==> config.mk <==
export PLATFORM = sky130hd
export DESIGN_NAME = serial_adder_ctrl
export DESIGN_NICKNAME = d
export VERILOG_FILES = /design/src/rtl/serial_adder_pkg.sv /design/src/rtl/full_adder.sv /design/src/rtl/serial_adder_ctrl.sv
export SDC_FILE = /design/constraint.sdc
export NUM_CORES = 1
export LEC_CHECK = 0
export ABC_AREA = 1
export CORE_UTILIZATION = 53
export DETAILED_ROUTE_END_ITERATION = 12
export MAX_ROUTING_LAYER = met4
export PLACE_DENSITY = 0.95
export SYNTH_ARGS = -nofsm -noshare
export SYNTH_HDL_FRONTEND = slang
export SYNTH_HIERARCHICAL = 1
export SYNTH_SLANG_ARGS = --single-unit
==> constraint.sdc <==
create_clock -name clk -period 1.93 [get_ports clk]
set_clock_uncertainty 0.05 [all_clocks]
set_input_delay 0.2895 -clock clk [delete_from_list [all_inputs] [get_ports clk]]
set_output_delay 0.2895 -clock clk [all_outputs]
set_load 0.1 [all_outputs]
==> src/rtl/serial_adder_pkg.sv <==
// Shared types and constants for the bit-serial adder controller.
package serial_adder_pkg;

  localparam int DEF_WIDTH = 8;

  typedef enum logic [1:0] {
    IDLE = 2'd0,
    RUN  = 2'd1,
    DONE = 2'd2
  } state_t;

endpackage

==> src/rtl/full_adder.sv <==
// Single-bit full adder, the only arithmetic element of the serial datapath.
module full_adder (
  input  logic a,
  input  logic b,
  input  logic cin,
  output logic sum,
  output logic cout
);

  assign sum  = a ^ b ^ cin;
  assign cout = (a & b) | (cin & (a ^ b));

endmodule

==> src/rtl/serial_adder_ctrl.sv <==
// Bit-serial unsigned adder: one full_adder stepped LSB first, one bit per clock.
module serial_adder_ctrl
  import serial_adder_pkg::*;
#(
  parameter int WIDTH = DEF_WIDTH
) (
  input  logic             clk,
  input  logic             rst,
  input  logic             start,
  input  logic [WIDTH-1:0] a,
  input  logic [WIDTH-1:0] b,
  input  logic             cin,
  output logic             ready,
  output logic             busy,
  output logic             done,
  output logic [WIDTH-1:0] sum,
  output logic             cout
);

  localparam int CW = $clog2(WIDTH);

  state_t           state, state_nx;
  logic [WIDTH-1:0] a_sh, b_sh, sum_r;
  logic             carry, cout_r;
  logic [CW-1:0]    cnt;
  logic             fa_s, fa_c;
  logic             accept, last;

  full_adder u_fa (
    .a    (a_sh[0]),
    .b    (b_sh[0]),
    .cin  (carry),
    .sum  (fa_s),
    .cout (fa_c)
  );

  assign ready  = (state == IDLE) || (state == DONE);
  assign busy   = (state == RUN);
  assign done   = (state == DONE);
  assign accept = ready & start;
  assign last   = (cnt == CW'(WIDTH - 1));
  assign sum    = sum_r;
  assign cout   = cout_r;

  always_comb begin
    state_nx = state;
    case (state)
      IDLE:    if (start) state_nx = RUN;
      RUN:     if (last) state_nx = DONE;
      DONE:    state_nx = start ? RUN : IDLE;
      default: state_nx = IDLE;
    endcase
  end

  always_ff @(posedge clk) begin
    if (rst) begin
      state  <= IDLE;
      a_sh   <= '0;
      b_sh   <= '0;
      sum_r  <= '0;
      carry  <= 1'b0;
      cout_r <= 1'b0;
      cnt    <= '0;
    end else begin
      state <= state_nx;
      if (accept) begin
        a_sh  <= a;
        b_sh  <= b;
        carry <= cin;
        sum_r <= '0;
        cnt   <= '0;
      end else if (state == RUN) begin
        // sum fills from the top so bit 0 lands in sum[0] after WIDTH shifts
        a_sh   <= a_sh >> 1;
        b_sh   <= b_sh >> 1;
        sum_r  <= {fa_s, sum_r[WIDTH-1:1]};
        carry  <= fa_c;
        cout_r <= fa_c;
        if (!last) cnt <= cnt + 1'b1;
      end
    end
  end

endmodule

# After elaboration in Yosys (flattened, before gate mapping)
# Index checks and enable logic that the tools add are counted.
# totals
reg_bits	31
latchBits	0
output_inout_bits	12
romBits	0
mem_bits_rw	0
wordCells	38
memories	0
inputBits	20
# classes
div	0
add_sub_neg	1
n_reduce_logical	7
bitwise	8
n_mux	10
eq_ne	5
n_shift	0
magnitude_cmp	0
n_mul	0
# ops
operator	count
two-way mux 8 bit	4
one-hot mux 2 bit (3 select lines)	1
AND reduction 2 bit	3
two-way mux 2 bit	2
adder 3 x 1 -> 3 bit, second input constant	1
AND 1 bit	3
equality test 3 bit, second input constant	1
two-way mux 1 bit	3
equality test 2 x 1 -> 1 bit, second input constant	1
equality test 2 bit, second input constant	1
logical NOT 2 bit	1
!= test 2 x 1 -> 1 bit, second input constant	1
!= test 2 bit, second input constant	1
inverter 1 bit	2
nonzero test 2 bit	1
OR reduction 2 bit	1
XOR 1 bit	2
logical OR 1 bit	1
OR 1 bit	1

# Logic depth before layout (Yosys ltp)
# Gate-level depths: netlist (run 1).
# depth
depth_word	5
mapped_depth	8

# Cells and area by module
# The synthesis (run 1) kept the hierarchy.
# modules_own_cells
module	cells_each	area_each_um2	seq_area_each_um2	n_inst
serial_adder_ctrl	203	1426.4	620.6	1
full_adder	1	20.0	0.0	1

# Worst setup path after synthesis (run 1)
# Ideal clock, no wire load.
# synth_path
path_type	register -> output
start	register state[0]
end	output done
setup_slack_ns	-0.112
arrival_time_ns	1.703
stages_incl_launch_ff	3
path_buffers	1
path_cell_list	dfxtp_1 -> buf_6 -> nor2_1
# synth_via
elab_chain_len	1
# synth_lines
item	line	rtl
start, declared	serial_adder_ctrl.sv:22	state_t state, state_nx;
start signal, assigned	serial_adder_ctrl.sv:65	state <= state_nx;
equality test 2 bit	serial_adder_ctrl.sv:39	assign done = (state == DONE);
end, declared	serial_adder_ctrl.sv:15	output logic done,
# Every way passes these cells.

# Worst setup path after layout (run 1)
# layout_path
start	register state[0]
end	output busy
# layout_via
elab_chain_len	1
# layout_lines
item	line	rtl
equality test 2 x 1 -> 1 bit	serial_adder_ctrl.sv:38	assign busy = (state == RUN);
end, declared	serial_adder_ctrl.sv:14	output logic busy,
# Every way passes these cells.

==> results of run 1 <==
[layer usage]
metal	up-vias	global-route usage
li1	696	-
met1	568	0.253
met2	28	0.360
met3	8	0.0583
met4	0	0.154
met5	-	-
[flip-flops by register name, indices dropped and copies added, names as in the netlist]
name	flops
carry	1
a_sh	8
state	2
b_sh	8
cout	1
cnt	3
sum	8
[kinds of logic (layout without fill, tap and decap cells)]
family	after synthesis	after routing	synth area share
fa+ha+maj	3	3	0.0311
compound gates	28	28	0.0969
buf+inv	40	75	0.142
simple gates	102	102	0.301
flops	31	31	0.429
[worst min-delay path: stages (launching register included)]
cell and delay [ns]:
dfxtp_1 0.32, nand2_1 0.06, a21oi_1 0.05
[power by group]
group / internal, mW / leakage [nW] / switching (mW)
Combinational: 0.109 / 0.571 / 0.163
Clock: 0.142 / 0.0293 / 0.217
Sequential: 0.679 / 0.254 / 0.0255
[through the flow]
step | std cells | total power, mW | instance area [um^2] | setup slack [ns] | hold WS [ns]
after floorplan | 204 | 0.915 | 1450 | 0.351 | 0.374
after global placement | 261 | 0.982 | 1750 | 0.325 | 0.407
after detailed placement | 261 | 0.990 | 1750 | 0.292 | 0.417
after CTS | 269 | 1.34 | 1800 | 0.141 | 0.426
after global routing | 269 | 1.41 | 1800 | 0.0591 | 0.446
final | 269 | 1.33 | 1800 | 0.152 | 0.424
[placed cells by master (no fill, tap or decap), types with 3 or more instances in the layout]
master,netlist,routed
a21oi_1,19,19
buf_12,0,3
buf_4,0,12
clkbuf_4,0,5
clkdlybuf4s50_1,0,19
dfxtp_1,31,31
inv_1,29,29
nand2_1,51,51
nand3_1,20,20
nor2_1,26,25
o21ai_0,6,6
o21ai_1,3,3
[worst min path at each step]
stage / from / to / slack [ns] / cells after the start
after global routing: sum[2] / sum[1] / 0.45 / 2
final: sum[0] / sum[0] / 0.42 / 2
after detailed placement: cout / cout / 0.42 / 2
after CTS: sum[2] / sum[1] / 0.43 / 2
after floorplan: a[7] / a_sh[7] / 0.37 / 2
after global placement: sum[0] / sum[0] / 0.41 / 2
[cell type report]
cell class,instances,area [um^2],share of cell area
tap,30,37.5,0.0208
timing repair buffer,34,340,0.189
clock inverter,1,5.00,0.00278
multi-input combinational,133,623,0.346
sequential,31,621,0.344
inverter,33,130,0.0722
clock buffer,7,45.0,0.0250
==> results.yml, run 1 <==
status:
  status: "finished clean"
drt:
  vias: 1300
  route.met3.wl_um: 101
  wl_per_cell_um: 10.8
  postRouteAntennaNets: 0
  dr.pass1.iters: 4
  drc: 0
  top_layer_used: "met4"
  wirelength_mm: 2.90
  vias_per_cell: 4.83
  wl_met2_mm: 1.46
  wl_met1_mm: 1.25
  dr.first_iter.drc_count: 36
setup_path:
  cp-start-kind: "flop"
  required_ns: 1.59
  cp_cell_sequence: "nand2_4 > clkinv_2 > buf_12"
  crit_type: "flop to output pin"
  crit_end: "busy"
  worstPathMaxFanout: 17
  crit_cells: 3
  crit_buf_inv: 2
  end_kind: "output pin"
  r2r_end: "b_sh[5]"
  rr_startpoint: "state[0]"
  critPathTopFamily: "flip-flops"
  startpoint: "state[0]"
  slowest_stage: "dfxtp_1"
  reg2regPathDepth: 7
  r2r_slack_ns: 0.42
  crit_arrival_ns: 1.44
  cp_slowest_stage_delay_ns: 0.54
sta:
  worst_pin_slew_ns: 0.351
  period_needed_ns: 1.78
  max-slew-margin-rel: 0.766
  tns_ns: 0
  setup_viol: 0
  finalMaxSlewViolations: 0
  fmax_ghz: 0.562
  finalHoldViolCount: 0
  rsz0062_at_grt: "no"
  period_share: 0.921
finish:
  diodes: 0
  drive_above_1_share: 0.130
  final_net_count: 261
  fill_cells: 213
  finish.utilization: 0.714
  syn_to_final_growth_pct: 24.6
logic_synthesis:
  synth-edff-count: 0
  ys_async_sr_fraction: 0
  syn_nets: 227
  netlist_instances: 204
  ys.flop_type: "dfxtp_1"
  synthTopCellsByCount: "nand2_1, dfxtp_1, inv_1, nor2_1, nand3_1"
  syn-mean-instance-area_um2: 7.09
  yosysTopAreaCell: "dfxtp_1"
  synthesis.area_um2: 1450
  synth.most_common_cell: "nand2_1"
  ys_seq_area_frac: 0.429
  synth_seq_cells: 31
  synth_cell_type_count: 19
  synth_top_area_share: 0.429
  synth.area.top_cells: "dfxtp_1, nand2_1, inv_1"
  ys_warn_count: 6
global_routing:
  grt_pass1_vias: 1071
  gr-usage-all-layers: 0.229
  grt_pass1_wl_mm: 4.42
  antenna_found_initial: 0
  grt_max_degree: 26
  overflow: 0
clocking:
  cts_buffer_depth: 2
  cts.hold.buffers_added: 0
  numCtsBuffers: 5
  post_cts_buffers: 0
  cts_tree: "yes"
  cts_resized: 0
  root_buffer: "clkbuf_4"
  cts_sinks: 31
  htree_levels: 2
  clk_latency_ns: 0.34
  clk_pin_slew_worst_paths_ns: 0.09
pwr:
  vdd_drop_max_mv: 0.606
  p_per_area_nw_per_um2: 741
  power_leakage_nw: 0.854
floorplanning:
  fp.coreArea_um2: 2520
  ios: 32
  start_util: 0.573
  die_height_um: 54.2
  die_area_um2: 2940
  row_count: 18
  die_w_um: 54.2
run:
  drv_cap: 0
placed_design:
  gp_congestion: 0.797
  dp_hpwl_mm: 2.08
  io_buffer_count: 31
hold_path:
  hold_class: "flop to flop"
Note: power is estimated with default switching activity, not from simulation.
==> run 2, diff against run 1 <==
CELL_PAD_IN_SITES_DETAIL_PLACEMENT = 0   (was not set)
CELL_PAD_IN_SITES_GLOBAL_PLACEMENT = 1   (was not set)
CORE_UTILIZATION = 37   (was 53)
PLACE_DENSITY = 0.94   (was 0.95)
==> results.yml, run 2 (synthesized netlist as in run 1, its figures left out) <==
status:
  status: "finished clean"
finish:
  multi_input_area_um2: 623
  diodes: 0
  final_net_count: 261
  layout_common_cells: "nand2_1, dfxtp_1, inv_1, nor2_1, nand3_1"
  design_area_um2: 1860
  fill_cells: 399
  drive_above_1_share: 0.138
  instances_no_fill: 287
  seqCellArea_um2: 621
  final_common_cell: "nand2_1"
  syn_to_final_growth_pct: 28.5
run:
  drv_cap: 0
pwr:
  p_per_area_nw_per_um2: 788
  p_int_mw: 1.03
  power_leakage_nw: 0.873
  power_frac_comb: 0.186
  swShare: 0.294
  p_sw_mw: 0.430
  total_power_mw: 1.46
  power_frac_clock: 0.334
  seqPwrFrac: 0.480
  vdd_drop_max_mv: 0.358
drt:
  drc: 0
  vias: 1282
  dr.pass1.iters: 4
  vias_per_cell: 4.47
  postRouteAntennaNets: 0
  wl_per_cell_um: 9.89
  dr.first_iter.drc_count: 42
  wirelength_mm: 2.84
sta:
  finalMaxSlewViolations: 0
  rsz0062_at_grt: "no"
  finalHoldViolCount: 0
  hold_ws_ns: 0.428
  tns_ns: 0
  period_needed_ns: 1.75
  worst_pin_slew_ns: 0.322
  max-slew-margin-rel: 0.785
  period_share: 0.909
  setup_viol: 0
  fmax_ghz: 0.570
hold_path:
  whs_path_depth: 2
  worstHoldStart: "sum[0]"
  hold_end: "sum[0]"
  hold_class: "flop to flop"
setup_path:
  r2r_slack_ns: 0.40
  cp-start-kind: "flop"
  reg2regPathDepth: 8
  worstPathMaxFanout: 18
  crit_type: "flop to output pin"
  rr_startpoint: "state[1]"
  startpoint: "state[1]"
  r2r_end: "b_sh[0]"
  required_ns: 1.59
  end_kind: "output pin"
  crit_arrival_ns: 1.41
placed_design:
  dpl.cell_count: 279
  dp_hpwl_mm: 2.06
  gp_congestion: 0.758
  postPlaceCellArea_um2: 1770
  io_buffer_count: 31
global_routing:
  antenna_found_initial: 0
  gr-usage-all-layers: 0.166
  grt_pass1_wl_mm: 5.14
  overflow: 0
  grt_pass1_vias: 1239
  grt_max_degree: 26
floorplanning:
  die_height_um: 64.5
  ios: 32
  die_w_um: 64.5
  fp.coreArea_um2: 3720
  die_area_um2: 4160
  start_util: 0.389
  row_count: 22
clocking:
  cts_sinks: 31
  clk_latency_ns: 0.28
  htree_levels: 2
  root_buffer: "clkbuf_8"
  post_cts_buffers: 0
  numCtsBuffers: 5
  cts_buffer_depth: 2
  cts_tree: "yes"
  cts.hold.buffers_added: 0
  clk_pin_slew_worst_paths_ns: 0.07
  cts_resized: 0
-- run 2: how the worst max path moves through the flow --
stage,end,cells after the start
3_5_place_dp,b_sh[4],7
3_3_place_gp,b_sh[5],7
2_1_floorplan,done,2
5_1_grt,busy,4
6_report,busy,4
4_1_cts,busy,4
-- run 2: critical path: stages (launching register included) --
cell,delay (ns)
dfxtp_1,0.30
inv_1,0.24
nand2_4,0.21
clkinv_2,0.18
buf_12,0.19
-- run 2: area by class of cell --
cell class / instances / area share
Multi-Input combinational cell: 133 / 0.335
Clock inverter: 3 / 0.00808
Inverter: 33 / 0.0700
Tap cell: 48 / 0.0323
Sequential cell: 31 / 0.334
Clock buffer: 5 / 0.0370
Timing Repair Buffer: 34 / 0.183
-- run 2: layer usage --
| metal | vias to the layer above | GRT usage | share of wire |
|---|---|---|---|
| li1 | 694 | - | - |
| met1 | 561 | 0.195 | 0.50 |
| met2 | 22 | 0.250 | 0.44 |
| met3 | 5 | 0.0475 | 0.036 |
| met4 | 0 | 0.100 | 0.023 |
| met5 | - | - | 0 |
-- run 2: power groups by stage --
stage / sequential, mW / clock, mW / combinational, mW
finish: 0.703 / 0.489 / 0.272
global route: 0.708 / 0.533 / 0.309
CTS: 0.704 / 0.506 / 0.276
detailed placement: 0.717 / 0 / 0.275
global placement: 0.717 / 0 / 0.273
floorplan: 0.722 / 0 / 0.193
-- run 2: stage by stage --
stage                util  setup slack (ns)
floorplan               -             0.351
global placement    0.477             0.295
detailed placement  0.477             0.265
CTS                 0.500             0.161
global route        0.500            0.0748
finish              0.500             0.176
